==> src/rtl/tlb_mmu.sv <==
// tlb_mmu: MIPS32 segment decode plus fully-associative joint TLB (4 KB pages).
// Define TLB_MMU_TLB_EN to build the TLB; otherwise mapped segments pass VA through.
module tlb_mmu #(
    parameter int TLB_IDX_BITS = 4
) (
    input  logic                    clk,
    input  logic                    rst,
    input  logic                    user_mode,
    input  logic                    kseg0_uncached,
    input  logic                    inst_en,
    input  logic                    data_en,
    input  logic [31:0]             iaddr_i,
    input  logic [31:0]             daddr_i,
    output logic [31:0]             iaddr_o,
    output logic [31:0]             daddr_o,
    output logic                    inst_uncached,
    output logic                    data_uncached,
    output logic                    inst_miss,
    output logic                    data_miss,
    output logic                    inst_invalid,
    output logic                    data_invalid,
    output logic                    data_d,
    output logic                    inst_illegal,
    output logic                    data_illegal,
    input  logic                    tlb_we,
    input  logic [TLB_IDX_BITS-1:0] tlb_index,
    input  logic [31:0]             entryhi_i,
    input  logic [31:0]             entrylo0_i,
    input  logic [31:0]             entrylo1_i,
    input  logic [15:0]             pagemask_i,
    output logic [31:0]             entryhi_o,
    output logic [31:0]             entrylo0_o,
    output logic [31:0]             entrylo1_o,
    output logic [15:0]             pagemask_o,
    output logic [31:0]             probe_o
);
    localparam int N = 1 << TLB_IDX_BITS;

    typedef struct packed {
        logic [31:0] pa;
        logic        unc;
        logic        miss;
        logic        inv;
        logic        d;
        logic        ill;
    } xlat_t;

`ifdef TLB_MMU_TLB_EN
    typedef struct packed {
        logic [18:0] vpn2;
        logic [7:0]  asid;
        logic        g;
        logic [19:0] pfn0;
        logic [2:0]  c0;
        logic        d0;
        logic        v0;
        logic [19:0] pfn1;
        logic [2:0]  c1;
        logic        d1;
        logic        v1;
        logic [15:0] mask;
    } tlb_entry_t;

    tlb_entry_t              tlb_q [N];
    tlb_entry_t              entry_d;
    tlb_entry_t              rd_e;
    logic                    probe_hit;
    logic [TLB_IDX_BITS-1:0] probe_idx;

    // Scan downwards so the lowest matching index is the last one kept.
    function automatic logic find(input logic [18:0] vpn2,
                                  input logic [7:0] asid,
                                  output logic [TLB_IDX_BITS-1:0] idx);
        logic hit;
        hit = 1'b0;
        idx = '0;
        for (int i = N - 1; i >= 0; i--) begin
            if (tlb_q[i].vpn2 == vpn2 &&
                (tlb_q[i].g || tlb_q[i].asid == asid)) begin
                hit = 1'b1;
                idx = TLB_IDX_BITS'(i);
            end
        end
        return hit;
    endfunction
`endif

    function automatic xlat_t xlate(input logic [31:0] va, input logic en);
        xlat_t r;
`ifdef TLB_MMU_TLB_EN
        tlb_entry_t              e;
        logic [TLB_IDX_BITS-1:0] idx;
        logic                    hit;
        logic [19:0]             pfn;
        logic [2:0]              c;
        logic                    dd;
        logic                    v;
`endif
        r = '0;
        r.ill = en & user_mode & va[31];
        if (va[31:30] == 2'b10) begin
            // kseg0/kseg1 are unmapped; va[29] distinguishes kseg1
            r.pa  = va & 32'h1FFF_FFFF;
            r.unc = va[29] | kseg0_uncached;
        end else begin
`ifdef TLB_MMU_TLB_EN
            hit = find(va[31:13], entryhi_i[7:0], idx);
            e   = tlb_q[idx];
            pfn = va[12] ? e.pfn1 : e.pfn0;
            c   = va[12] ? e.c1 : e.c0;
            dd  = va[12] ? e.d1 : e.d0;
            v   = va[12] ? e.v1 : e.v0;
            if (hit) begin
                r.pa  = {pfn, va[11:0]};
                r.unc = (c == 3'b010);
                r.d   = dd;
                r.inv = en & ~v;
            end else begin
                r.miss = en;
            end
`else
            r.pa = va;
`endif
        end
        return r;
    endfunction

    xlat_t ix;
    xlat_t dx;

    always_comb begin
        ix = xlate(iaddr_i, inst_en);
        dx = xlate(daddr_i, data_en);
    end

    assign iaddr_o       = ix.pa;
    assign inst_uncached = ix.unc;
    assign inst_miss     = ix.miss;
    assign inst_invalid  = ix.inv;
    assign inst_illegal  = ix.ill;
    assign daddr_o       = dx.pa;
    assign data_uncached = dx.unc;
    assign data_miss     = dx.miss;
    assign data_invalid  = dx.inv;
    assign data_d        = dx.d;
    assign data_illegal  = dx.ill;

    wire unused_id = ix.d;

`ifdef TLB_MMU_TLB_EN
    always_comb begin
        entry_d      = '0;
        entry_d.vpn2 = entryhi_i[31:13];
        entry_d.asid = entryhi_i[7:0];
        entry_d.g    = entrylo0_i[0] & entrylo1_i[0];
        entry_d.pfn0 = entrylo0_i[25:6];
        entry_d.c0   = entrylo0_i[5:3];
        entry_d.d0   = entrylo0_i[2];
        entry_d.v0   = entrylo0_i[1];
        entry_d.pfn1 = entrylo1_i[25:6];
        entry_d.c1   = entrylo1_i[5:3];
        entry_d.d1   = entrylo1_i[2];
        entry_d.v1   = entrylo1_i[1];
        entry_d.mask = pagemask_i;
    end

    always_ff @(posedge clk) begin
        if (rst) begin
            for (int i = 0; i < N; i++) tlb_q[i] <= '0;
        end else if (tlb_we) begin
            tlb_q[tlb_index] <= entry_d;
        end
    end

    always_comb begin
        rd_e      = tlb_q[tlb_index];
        probe_hit = find(entryhi_i[31:13], entryhi_i[7:0], probe_idx);
    end

    assign entryhi_o  = {rd_e.vpn2, 5'b0, rd_e.asid};
    assign entrylo0_o = {6'b0, rd_e.pfn0, rd_e.c0, rd_e.d0, rd_e.v0, rd_e.g};
    assign entrylo1_o = {6'b0, rd_e.pfn1, rd_e.c1, rd_e.d1, rd_e.v1, rd_e.g};
    assign pagemask_o = rd_e.mask;
    assign probe_o    = {~probe_hit, 31'(probe_idx)};

    wire unused_cfg = ^{entryhi_i[12:8], entrylo0_i[31:26], entrylo1_i[31:26]};
`else
    assign entryhi_o  = '0;
    assign entrylo0_o = '0;
    assign entrylo1_o = '0;
    assign pagemask_o = '0;
    assign probe_o    = 32'h8000_0000;

    wire unused_cfg = ^{clk, rst, tlb_we, tlb_index, entryhi_i,
                        entrylo0_i, entrylo1_i, pagemask_i};
`endif

endmodule

==> config.mk <==
export PLATFORM = sky130hd
export DESIGN_NAME = tlb_mmu
export DESIGN_NICKNAME = d
export VERILOG_FILES = /design/src/rtl/tlb_mmu.sv
export SDC_FILE = /design/constraint.sdc
export NUM_CORES = 1
export LEC_CHECK = 0
export ABC_AREA = 1
export CORE_AREA = 4 4 155 157
export DETAILED_ROUTE_END_ITERATION = 10
export DIE_AREA = 0 0 159 161
export PLACE_DENSITY = 0.48
export SYNTH_ARGS = -nofsm -noshare
export SYNTH_HDL_FRONTEND = slang
export SYNTH_SLANG_ARGS = --single-unit
==> constraint.sdc <==
create_clock -name vclk -period 0.8
set_input_delay 0.16 -clock vclk [all_inputs]
set_output_delay 0.16 -clock vclk [all_outputs]
set_load 0.02 [all_outputs]
==> out/qor.yml <==
run_status:
  run_status: "finished clean"
synth:
  synth_fa_ha_area_share_pct: 0
  fraction_of_synthesized_cell_area_in_xor_and_xnor_cells_pct: 0
  distinct_cells_synth: 7
  post_synth_inst_count: 233
  post_synth_and_or_nand_nor_area_fraction_pct: 2.72
  netlist.top_cell.by_area: "sky130_fd_sc_hd__buf_4"
  synth_area_leaders: "sky130_fd_sc_hd__buf_4, sky130_fd_sc_hd__inv_1, sky130_fd_sc_hd__nand2_1"
  synth_top_area_share_pct: 93.9
  synth.area.mux_share_pct: 0
  synth_top_family_by_area: "buffers and inverters"
  combined_area_of_all_synthesized_cells_um2: 1650
  yosys_warnings: 0
  syn_area_per_cell_um2: 7.10
  synth-compound-area-share_pct: 0.605
  yosysSeqAreaShare_pct: 0
layout:
  seqCellArea_um2: 0
  layout.nets: 382
  n_antenna_cell: 0
  final-instance-count-excl-fill: 478
  total_non_filler_cell_area_in_the_finished_layout_um2: 1300
  seq_cells: 0
  n_clock_buffer: 0
  area_growth_pct: -21.4
  drive_gt1_share_pct: 17.6
timing:
  final_max_slew_violation_count: 0
  rsz0062_at_grt: "no"
  fmaxAchievable_ghz: 1.29
  finalHoldWorstSlack_ns: 0.320
  report.final.setup_viol: 0
  post-route-min-period_ns: 0.776
  fin_crit_sh_pct: 97.0
  hold_viol: 0
  final.setup.tns_ns: 0
floorplan:
  die_span_x_um: 159
  rows: 55
  core_um2: 22500
  io_pins: 404
  start_util_pct: 7.35
  design.die.area_um2: 25600
  die_y_um: 161
pwr:
  total_leakage_power_nw: 0.694
  sequential_group_share_of_total_power_pct: 0
  power.density_cell_area_nw_per_um2: 680
  irDropWorstVdd_uv: 88.4
  power.internal_w: 0.000128
  share_clk_of_total_power_pct: 0
  p_sw_share_pct: 85.5
  total_power_w: 0.000884
  switching_power_w: 0.000756
  combinational_fraction_of_design_power_pct: 100.0
job:
  cap_violations: 0
global_routing:
  gr-total-overflow: 0
  grt_first_pass_wirelength_um: 3280
  vias_in_the_first_global_route: 487
  global_route.usage.total_pct: 1.76
  grt_start_max_net_pins: 5
  initial_antenna_violation_count: 0
placed_design:
  buffer_ports.inserted: 20
  place_hpwl_um: 2940
  place_congestion: 0.595
  dpl_cell_area_um2: 1250
  post-place-cells: 479
critical_path:
  timing_startpoint_of_the_critical_path: "daddr_i[29]"
  cp.required_ns: 0.64
  setup.worst_path.end_class: "output pin"
  category_of_the_most_critical_setup_path: "input port to output pin"
  critical_path.startpoint_type: "input port"
  worst-path-max-fanout: 2
  worst-endpoint-arrival_ns: 0.62
worst_hold_path:
  hold-path-cell-count: 0
  timing.hold.worst.class: "input port to output pin"
  hold_path.startpoint: "daddr_i[27]"
drt:
  drc_errors: 0
  drt.antenna.violating_nets: 0
  vias: 705
  first_iter_violations: 3
  detail_route.wirelength_um: 3160
  drt_first_pass_iters: 2
  wl_per_cell_um: 6.61
  viasPerCell: 1.47
[final cells by class]
| type | count | area (um2) |
|---|---|---|
| fill | 2680 | 21200 |
| inverter | 8 | 35.0 |
| multi-input combinational | 163 | 669 |
| tap | 285 | 357 |
| timing repair buffer | 22 | 239 |
[power by group through the flow]
stage                     Sequential, W  Combinational [W]  Clock, W
final                                 0           0.000884         0
after global routing                  0           0.000934         0
after CTS                             0           0.000880         0
after detailed placement              0           0.000838         0
after global placement                0           0.000838         0
after floorplan                       0            0.00165         0
[cells by family after synthesis]
kind of cell | after synthesis
AOI/OAI and AO/OA | 2
buffers and inverters | 217
other | 2
and+or+nand+nor | 12
[what timing repair did]
action	CTS	global route
hold buffers	0	0
setup buffers	1	0
setup endpoints to repair	10	5
resized for setup	72	6
pin swaps	8	5
[stage by stage]
| stage | utilization [%] | setup WS (ns) |
|---|---|---|
| final | 5.78 | 0.0239 |
| after global routing | 5.78 | 0.000150 |
| after CTS | 5.89 | -0.102 |
| after detailed placement | 5.57 | -0.859 |
| after global placement | 5.57 | -0.856 |
| after floorplan | - | 0.106 |
[synth_stat cells (all sizes together)]
library cell / count
a21oi: 2
clkbuf: 2
nor2: 6
conb: 2
buf: 207
nand2: 6
inv: 8
[worst max-delay path, stage by stage]
cell,delay (ns)
sky130_fd_sc_hd__buf_2,0.12
sky130_fd_sc_hd__inv_2,0.05
sky130_fd_sc_hd__a21oi_4,0.15
sky130_fd_sc_hd__buf_12,0.14
[final timing paths]
| kind | end | slack, ns |
|---|---|---|
| max | daddr_o[29] | 0.02 |
| min | daddr_o[27] | 0.32 |
[placed cells by master, fill, tap and decap left out]
master / count
sky130_fd_sc_hd__conb_1: 149
sky130_fd_sc_hd__buf_6: 8
sky130_fd_sc_hd__inv_1: 4
sky130_fd_sc_hd__buf_2: 4
sky130_fd_sc_hd__buf_12: 4
sky130_fd_sc_hd__nand2_1: 3
sky130_fd_sc_hd__buf_4: 3
sky130_fd_sc_hd__inv_4: 2
sky130_fd_sc_hd__inv_2: 2
sky130_fd_sc_hd__a21oi_4: 2
sky130_fd_sc_hd__nor2_2: 2
sky130_fd_sc_hd__nand2_2: 2
sky130_fd_sc_hd__nor2_4: 2
sky130_fd_sc_hd__nor2_1: 2
sky130_fd_sc_hd__nand2_4: 1
sky130_fd_sc_hd__clkbuf_2: 1
sky130_fd_sc_hd__clkdlybuf4s15_1: 1
sky130_fd_sc_hd__clkdlybuf4s15_2: 1
[metal layers]
metal  global-route usage [%]  vias to the layer above  wire, um
met4                     2.45                        0       398
met2                     3.13                      142      1440
met5                        0                        -         0
li1                         -                      254         -
met1                    0.924                      273       473
met3                     1.15                       36       845
No activity file was read; power rests on OpenSTA's default activity.
